`config.mk`:
```
export PLATFORM = sky130hd
export DESIGN_NAME = pipelined_add_sub
export DESIGN_NICKNAME = d
export VERILOG_FILES = /design/src/rtl/pipelined_add_sub.sv
export SDC_FILE = /design/constraint.sdc
export NUM_CORES = 1
export LEC_CHECK = 0
export BUFFER_PORTS_ARGS = -buffer_cell sky130_fd_sc_hd__buf_4
export CORE_MARGIN = 8
export CORE_UTILIZATION = 44
export DETAILED_ROUTE_END_ITERATION = 7
export GPL_TIMING_DRIVEN = 0
export PLACE_DENSITY = 0.74
export SLEW_MARGIN = 20
export SYNTH_ARGS = -nofsm -noshare
export SYNTH_HDL_FRONTEND = slang
export SYNTH_SLANG_ARGS = --single-unit
```
`constraint.sdc`:
```
create_clock -name i_CLK -period 10.6 [get_ports i_CLK]
set_input_delay 1.59 -clock i_CLK [delete_from_list [all_inputs] [get_ports i_CLK]]
set_output_delay 1.59 -clock i_CLK [all_outputs]
set_load 0.03 [all_outputs]
```
`src/rtl/pipelined_add_sub.sv`:
```
// Pipelined N-bit adder/subtractor, one W-bit chunk rippled per stage.
// Valid/ready handshake with a global advance; flags registered with the sum.
module pipelined_add_sub #(
    parameter int N      = 32,
    parameter int STAGES = 4
) (
    input  logic         i_CLK,
    input  logic         i_RST,
    input  logic         i_valid,
    output logic         o_ready,
    input  logic [N-1:0] i_A,
    input  logic [N-1:0] i_B,
    input  logic         i_sub,
    output logic         o_valid,
    input  logic         i_ready,
    output logic [N-1:0] o_S,
    output logic         o_cout,
    output logic         o_ovfl,
    output logic         o_zero
);

    localparam int W = N / STAGES;
    localparam int L = STAGES - 1;

    if (STAGES < 1) begin : g_bad_stages
        $error("pipelined_add_sub: STAGES must be >= 1");
    end
    if ((N % STAGES) != 0) begin : g_bad_split
        $error("pipelined_add_sub: N must be a multiple of STAGES");
    end

    logic [N-1:0] a_q  [STAGES];
    logic [N-1:0] b_q  [STAGES];
    logic [N-1:0] s_q  [STAGES];
    logic         c_q  [STAGES];
    logic         v_q  [STAGES];

    logic [N-1:0] a_in [STAGES];
    logic [N-1:0] b_in [STAGES];
    logic [N-1:0] s_in [STAGES];
    logic         c_in [STAGES];
    logic         v_in [STAGES];
    logic [W:0]   sum_k[STAGES];
    logic [N-1:0] s_nx [STAGES];

    logic ovfl_q;
    logic zero_q;
    logic adv;

    assign adv     = ~v_q[L] | i_ready;
    assign o_ready = adv;
    assign o_valid = v_q[L];
    assign o_S     = s_q[L];
    assign o_cout  = c_q[L];
    assign o_ovfl  = ovfl_q;
    assign o_zero  = zero_q;

    // Stage 0 takes conditioned operands; later stages take the previous register.
    always_comb begin
        a_in[0] = i_A;
        b_in[0] = i_sub ? ~i_B : i_B;
        s_in[0] = '0;
        c_in[0] = i_sub;
        v_in[0] = i_valid;
        for (int k = 1; k < STAGES; k++) begin
            a_in[k] = a_q[k-1];
            b_in[k] = b_q[k-1];
            s_in[k] = s_q[k-1];
            c_in[k] = c_q[k-1];
            v_in[k] = v_q[k-1];
        end
        for (int k = 0; k < STAGES; k++) begin
            sum_k[k] = {1'b0, a_in[k][k*W +: W]}
                     + {1'b0, b_in[k][k*W +: W]}
                     + {{W{1'b0}}, c_in[k]};
            s_nx[k] = s_in[k];
            s_nx[k][k*W +: W] = sum_k[k][W-1:0];
        end
    end

    always_ff @(posedge i_CLK) begin
        if (i_RST) begin
            for (int k = 0; k < STAGES; k++) begin
                v_q[k] <= 1'b0;
                a_q[k] <= '0;
                b_q[k] <= '0;
                s_q[k] <= '0;
                c_q[k] <= 1'b0;
            end
            ovfl_q <= 1'b0;
            zero_q <= 1'b0;
        end else if (adv) begin
            for (int k = 0; k < STAGES; k++) begin
                v_q[k] <= v_in[k];
                a_q[k] <= a_in[k];
                b_q[k] <= b_in[k];
                s_q[k] <= s_nx[k];
                c_q[k] <= sum_k[k][W];
            end
            ovfl_q <= (a_in[L][N-1] == b_in[L][N-1])
                    & (s_nx[L][N-1] != a_in[L][N-1]);
            zero_q <= ~|s_nx[L];
        end
    end

endmodule

```
======== Yosys cells after proc, flatten, opt, wreduce, memory -nomap -nowiden ========
Memories as Yosys holds them, arrays and structs flattened.
Cells that the tools add are included.
cells by class
  add/sub/neg operators ................... 8
  equality and inequality tests ........... 2
  multiplexer cells ....................... 26
  bitwise operators ....................... 24
  reductions and logical operators ........ 2
operator list
  cell                                    count
  32-bit two-way mux                      13
  8-bit by 8-bit adder with 9-bit output  4
  9-bit by 1-bit adder with 9-bit output  4
  32-bit inverter                         1
  32-bit OR reduction                     1
  1-bit bitwise OR                        21
  1-bit two-way mux                       13
  1-bit bitwise AND                       1
  1-bit equality test                     1
  1-bit zero test                         1
  1-bit inequality test                   1
  1-bit inverter                          1
word-level totals
  flip-flop bits (word level) ............. 2
  RAM bits ................................ 392
  input bits .............................. 69
  output and inout bits ................... 37
  word-level logic and storage cells ...... 69
  memories ................................ 5
memories
  memory  depth  bits a word  rd ports  clocked after memory_dff  wr ports  RTL line  source
  a_q     4      32           3         0                         4         32        logic [N-1:0] a_q [STAGES];
  b_q     4      32           3         0                         4         33        logic [N-1:0] b_q [STAGES];
  s_q     4      32           4         0                         4         34        logic [N-1:0] s_q [STAGES];
  c_q     4      1            4         0                         4         35        logic c_q [STAGES];
  v_q     4      1            4         0                         4         36        logic v_q [STAGES];

======== Depth between registers and ports, before layout ========
Gate-level depths: netlist of run 1.
An unclocked memory read counts as a cell.
  word-level depth ........................ 7
  gate-level depth with buffers ........... 10
  depth with buffers taken out ............ 10

======== Worst setup path before layout of run 1 ========
OpenSTA, ideal clock, no wires.
  path kind ............................... input to register
  start point ............................. input i_RST
  end point ............................... memory a_q[0][10], enable pin
  setup time .............................. 0.577 ns
  arrival ................................. 6.009 ns
  required time ........................... 10.023 ns
  setup slack ............................. 4.013 ns
  stages .................................. 1
  buffers on the path ..................... 0
  path through ............................ nand2b_1
RTL lines
  what             RTL line  source
  start, declared  8         input logic i_RST,
  end, declared    32

======== Worst setup path in the final report of run 1 ========
  start point ............................. input i_ready
  end point ............................... output o_ready
on the way
  word-level cells in the longest chain between the ends .. 1
ends and longest elaborated chain
  what              RTL line  source
  start, declared   15        input logic i_ready,
  1-bit bitwise OR  50        assign adv = ~v_q[L] | i_ready;
  end, declared     10        output logic o_ready,
Every way passes these cells.

==> impl_metrics.csv, run 1 <==
group,metric,value,unit
timing,max_slew_margin,50.2,%
cts,htreeDepth,4,
critical_path,path_delay_family,"simple AND/OR/NAND/NOR gates",
logic_synthesis,synthCells,606,
global_route,grt_usage,13.5,%
floorplan,fp.dieW,154,um
detailed_routing,vias,4688,
cts,path_clk_slew,60,ps
cells_and_area,final_cell_area,0.0101,mm2
detailed_routing,wirelength,15400,um
critical_path,required,9010,ps
logic_synthesis,netlist.area_leader.share,66.2,%
timing,hold_violations,0,
critical_path,critical_path.max_fanout,7,
logic_synthesis,synthTopCellsByCount,"edfxtp_1 (184), and2_1 (128), nor2_1 (56), xnor2_1 (37), ha_1 (28)",
critical_path,path_cells,"buf_4 > nor2b_1 > inv_1 > buf_4",
placement,portBuffers,104,
pwr,p_sw,370,uW
cts,ctsResizeCount,0,
detailed_routing,ant_nets,0,
hold_path,min_from,"o_ovfl$_SDFFE_PP0N_",
critical_path,critPathMaxStageDelay,490,ps
critical_path,startpoint,"i_ready",
critical_path,start_kind,"input pin",
logic_synthesis,yosysSeqAreaShare,66.7,%
global_route,grt_pass1_wl,24400,um
detailed_routing,vias_per_cell,4.79,
cells_and_area,area_growth,21.3,%
pwr,seqPwrFrac,50.8,%
cells_and_area,fin_cells,979,
logic_synthesis,synth_area_leaders,"edfxtp_1 (66%), and2_1 (9.6%), ha_1 (4.2%)",
critical_path,critPathSlowestCell,"nor2b_1",
global_route,busiest_layer,"met2",
logic_synthesis,synthMostInstantiatedCell,"edfxtp_1",
timing,min_period_over_period,38.2,%
floorplan,num_rows,50,
floorplan,io_pins,106,
pwr,internal-power,1360,uW
cts,cts_buffer_depth,2,
floorplan,die_area,0.0236,mm2
timing,setup_viol,0,
timing,slew_viol_final,0,
logic_synthesis,ys_warn_count,0,
timing,worst_pin_slew,747,ps
timing,finalClockSkew,6.40,ps
floorplan,start_util,44.8,%
logic_synthesis,synthArstFlopShare,0,%
pwr,leakage,0.00426,uW
pwr,power.density,171,mW/mm2
global_route,use_met2,22.7,%
global_route,first_global_vias,4860,
cts,clockRootBuffer,"clkbuf_16",
pwr,combinationalPowerShare,10.4,%
floorplan,dieHeight,154,um
critical_path,crit_type,"in2out",
logic_synthesis,ys.flop_type,"edfxtp_1",
global_route,gr-usage-met1,16.0,%
logic_synthesis,synth_edf_count,184,
global_route,grtUsageMet3,3.84,%
critical_path,endpoint_kind,"primary output",
critical_path,critPathArrivalTime,2460,ps
detailed_routing,first_pass_iters,4,
placement,dp_cells,947,
placement,hpwl,11400,um
critical_path,r2r_start,"v_q[0][3]$_DFFE_PP_",
logic_synthesis,synth_area,0.00835,mm2
status,status,"finished, final reports clean",
logic_synthesis,syn_nets,710,
cells_and_area,fillers,1545,
global_route,gr-total-overflow,0,
cells_and_area,antenna_cells,0,
pwr,p_total,1730,uW
logic_synthesis,ys_ff_latch,186,
cts,cts_tree,"done",
cts,hold_buffers,0,
placement,placed_cell_area,0.00950,mm2
timing,setup_tns,0,ps
detailed_routing,drt_first_iter_violations,259,
timing,holdWs,455,ps
detailed_routing,wl_per_cell,15.8,um
logic_synthesis,synth_largest_area_cell,"edfxtp_1",
timing,fmax,247,MHz
critical_path,crit_path_frequent_cell,"buf_4",
pwr,swShare,21.3,%
pwr,irDropWorstVdd,0.118,mV
cts,clk_latency,430,ps
hold_path,min_path_type,"reg2reg",
detailed_routing,drc,0,
logic_synthesis,ys_types,42,
cts,clock_sinks,186,
global_route,grt_max_degree,62,
global_route,grt_antenna_before_repair,0,
timing,rsz0062_at_grt,"false",
floorplan,core_area,0.0186,mm2
run,cap_violations,0,
placement,gp_congestion,0.778,
cells_and_area,drive_above_1_share,19.2,%
pwr,pwr-share-clk,38.7,%
cts,postCtsSetupBuffers,0,
cts,cts_buffers,17,
cells_and_area,nNetsFinal,836,
critical_path,critPathBufInv,3,
logic_synthesis,syn_area_per_cell,13.8,um2
timing,period_needed,4050,ps
registers in the layout, summed over array words and instances (netlist names):
register	flops
c_q	4
s_q	80
o_ovfl	1
o_zero	1
v_q	4
a_q	48
b_q	48
layer usage:
metal	wire length [um]	share of wire, %
met1	6800	44
met2	7520	49
met3	787	5.1
met4	331	2.1
met5	0	0
cells by family after synthesis:
group	share of synthesized area, %
flip-flops	66.7
adder cells (fa/ha/maj)	5.88
buffers and inverters	2.10
multiplexers	0.180
AND/OR/NAND/NOR	16.4
AO/OA/AOI/OAI	3.97
XOR/XNOR	4.83
per-stage QoR:
stage	util, %	worst slack [ps]
2_1_floorplan	-	4010
3_3_place_gp	50.5	2390
3_5_place_dp	50.9	6520
4_1_cts	54.3	6560
5_1_grt	54.3	6500
6_report	54.3	6550
power groups by stage:
stage	Combinational (uW)	Clock [uW]	Sequential, uW
detailed placement	183	0	898
global placement	178	0	898
finish	181	672	881
CTS	184	682	882
global route	201	711	886
floorplan	103	0	909
cell type report:
type | instances | area (um2) | share of cell area (%)
Clock inverter | 15 | 204 | 2.01
Multi-Input combinational cell | 376 | 2620 | 25.8
Clock buffer | 17 | 425 | 4.20
Buffer | 24 | 100 | 0.989
Sequential cell | 186 | 5570 | 55.0
Inverter | 20 | 75.1 | 0.741
Tap cell | 234 | 293 | 2.89
Timing Repair Buffer | 107 | 848 | 8.38
final timing paths:
kind	endpoint	depth (start not counted)	slack (ps)
worst max-delay path	o_ready	4	6550
worst min-delay path	o_ovfl$_SDFFE_PP0N_	2	450
worst max register to register	s_q[0][124]$_SDFFCE_PN0P_	6	8070
worst min register to register	o_ovfl$_SDFFE_PP0N_	2	450
cell usage in the layout, fill, tap and decap left out, types with 4 or more instances in the layout:
cell type  instances
a21o_1             6
a21oi_1           12
and2_1           128
and3_1             5
buf_4            104
bufinv_16          5
clkbuf_1          21
clkbuf_16         17
clkinv_1           6
edfxtp_1         184
fa_1               7
ha_1              28
inv_1             20
nand2_1            8
nor2_1            56
nor2b_1           10
nor3_1             9
nor4_1             5
o21a_1             4
o21ai_0            6
o21ai_1           10
or3_1              4
xnor2_1           37
xor2_1             9
worst reg2reg max path: stages (launching register included):
cell and delay (ps):
edfxtp_1 330, nor2b_1 520, or2_1 190, clkbuf_1 330
buf_2 390, buf_2 400, nor2_1 100
Power figures use the tool's default switching activity.
==> inputs of run 2 (changes only) <==
--- a/config.mk
+++ b/config.mk
@@ -10,7 +10,7 @@
 export CORE_UTILIZATION = 44
 export DETAILED_ROUTE_END_ITERATION = 7
 export GPL_TIMING_DRIVEN = 0
-export PLACE_DENSITY = 0.74
+export PLACE_DENSITY = 0.77
 export SLEW_MARGIN = 20
 export SYNTH_ARGS = -nofsm -noshare
 export SYNTH_HDL_FRONTEND = slang
==> constraint.sdc (replaced) <==
create_clock -name i_CLK -period 3.7 [get_ports i_CLK]
set_input_delay 0.555 -clock i_CLK [delete_from_list [all_inputs] [get_ports i_CLK]]
set_output_delay 0.555 -clock i_CLK [all_outputs]
set_load 0.03 [all_outputs]
==> run 2 against run 1 <==
Compared with the run above: core utilization decreased by 0.23 points; largest cell class unchanged; worst setup slack got worse by 5500 ps; power increased to 2.8 times the previous value; combinational power increased to 2.9 times the previous value; non-clock buffer count unchanged; largest power group unchanged.
==> impl_metrics.csv, run 2 (synthesized netlist as in run 1, its figures left out) <==
group,metric,value,unit
status,status,"finished, final reports clean",
timing,period_needed,2600,ps
pwr,internal-power,3780,uW
critical_path,start_kind,"input pin",
detailed_routing,wirelength,15400,um
cts,cts_tree,"done",
cts,clk_latency,430,ps
cts,htreeDepth,4,
cts,path_clk_slew,60,ps
hold_path,min_path_type,"in2reg",
floorplan,io_pins,106,
pwr,pwr-share-clk,37.0,%
timing,setup_viol,0,
floorplan,dieHeight,154,um
placement,portBuffers,104,
cells_and_area,largest_reg_flops,80,
cells_and_area,top_register,"s_q",
floorplan,fp.dieW,154,um
detailed_routing,drt_first_iter_violations,295,
cells_and_area,nNetsFinal,836,
timing,rsz0062_at_grt,"false",
critical_path,critPathSlowestCell,"clkbuf_1",
pwr,leakage,0.00424,uW
critical_path,crit_type,"in2reg",
timing,finalClockSkew,10.4,ps
detailed_routing,highest_layer,"met4",
cells_and_area,area_growth,20.8,%
critical_path,path_cells,"buf_6 > clkbuf_1 > xor2_1 > ha_1 > a211oi_2 > nor2_1 > o31ai_4 > nor4_1 > a211o_1",
critical_path,critPathArrivalTime,2780,ps
global_route,gr-total-overflow,0,
pwr,power.density,479,mW/mm2
critical_path,required,3880,ps
placement,dp_cells,947,
critical_path,path_delay_family,"compound AO/OA/AOI/OAI gates",
global_route,grt_usage,13.7,%
cells_and_area,drive_above_1_share,19.2,%
detailed_routing,wl_met3,916,um
pwr,swShare,21.8,%
pwr,irDropWorstVdd,0.323,mV
critical_path,regToRegSetupSlack,1120,ps
cts,clock_sinks,186,
cells_and_area,finish.utilization,54.1,%
detailed_routing,dr_wl_met2,7820,um
placement,placed_cell_area,0.00950,mm2
cells_and_area,fillers,1517,
global_route,grt_pass1_wl,25000,um
global_route,first_global_vias,4868,
floorplan,core_area,0.0186,mm2
cells_and_area,final_cell_area,0.0101,mm2
detailed_routing,drc,0,
placement,gp_congestion,0.778,
run,cap_violations,0,
cells_and_area,antenna_cells,0,
timing,hold_violations,0,
placement,hpwl,11500,um
cts,cts_buffer_depth,2,
cts,clockRootBuffer,"clkbuf_16",
cts,cts_buffers,17,
detailed_routing,met1Wirelength,6560,um
timing,min_period_over_period,70.3,%
floorplan,num_rows,50,
pwr,combinationalPowerShare,10.7,%
critical_path,critPathMaxStageDelay,540,ps
detailed_routing,ant_nets,0,
global_route,grt_max_degree,61,
detailed_routing,vias,4709,
floorplan,die_area,0.0236,mm2
timing,worst_slack,1100,ps
cells_and_area,reg_top3,"s_q (80), a_q (48), b_q (48)",
global_route,grt_antenna_before_repair,0,
pwr,seqPwrFrac,52.2,%
timing,worst_pin_slew,825,ps
detailed_routing,wl_per_cell,15.8,um
cts,postCtsSetupBuffers,0,
floorplan,start_util,44.8,%
timing,slew_viol_final,0,
placement,pre_cts_ws,650,ps
detailed_routing,vias_per_cell,4.81,
cells_and_area,final_cell_mix,"edfxtp_1 (184), and2_1 (128), buf_4 (104), nor2_1 (56), xnor2_1 (37)",
detailed_routing,first_pass_iters,5,
cells_and_area,final_common_cell,"edfxtp_1",
cts,hold_buffers,0,
cts,ctsResizeCount,0,
pwr,p_sw,1060,uW
timing,max_slew_margin,44.8,%
critical_path,critPathBufInv,2,
timing,fmax,384,MHz
cells_and_area,fin_cells,979,
critical_path,endpoint_kind,"flip-flop",
critical_path,critical_path.max_fanout,10,
## run 2: layout make-up
type / count / area [um2] / share of cell area (%)
Sequential cell: 186 / 5570 / 55.2
Buffer: 24 / 100 / 0.993
Clock buffer: 19 / 433 / 4.29
Tap cell: 234 / 293 / 2.90
Clock inverter: 13 / 153 / 1.51
Multi-Input combinational cell: 376 / 2620 / 25.9
Timing Repair Buffer: 107 / 848 / 8.41
Inverter: 20 / 75.1 / 0.745
## run 2: through the flow
step | TNS (ps) | hold slack [ps] | total power [uW]
final | 0 | 311 | 4830
after global routing | 0 | 311 | 5020
after CTS | 0 | 296 | 4870
after detailed placement | 0 | 464 | 3100
after global placement | -144590 | 440 | 3080
after floorplan | 0 | 497 | 2900
## run 2: worst paths after layout
check                 startpoint                   endpoint  depth (start not counted)
max                        i_sub    s_q[0][7]$_SDFFCE_PN0P_                          9
min                        i_RST        o_ovfl$_SDFFE_PP0N_                          2
max reg2reg  v_q[0][3]$_DFFE_PP_  s_q[0][111]$_SDFFCE_PN0P_                          5
min reg2reg  o_ovfl$_SDFFE_PP0N_        o_ovfl$_SDFFE_PP0N_                          2
## run 2: routing by layer
layer | up-vias | global-route usage (%)
met5 | - | 0
met3 | 8 | 3.95
met4 | 0 | 5.41
met1 | 2204 | 16.5
met2 | 116 | 22.8
li1 | 2381 | -
## run 2: worst reg2reg max path, cell delays in order (launching register included)
cell      delay [ps]
edfxtp_1         380
nor2b_1          230
nor2_1           660
clkbuf_1         560
clkbuf_1         380
and2_1           220
## run 2: power by group through the flow
| stage | clock (uW) | sequential [uW] | combinational, uW |
|---|---|---|---|
| finish | 1790 | 2520 | 519 |
| global route | 1900 | 2540 | 579 |
| CTS | 1820 | 2530 | 528 |
| detailed placement | 0 | 2570 | 525 |
| global placement | 0 | 2570 | 511 |
| floorplan | 0 | 2600 | 295 |
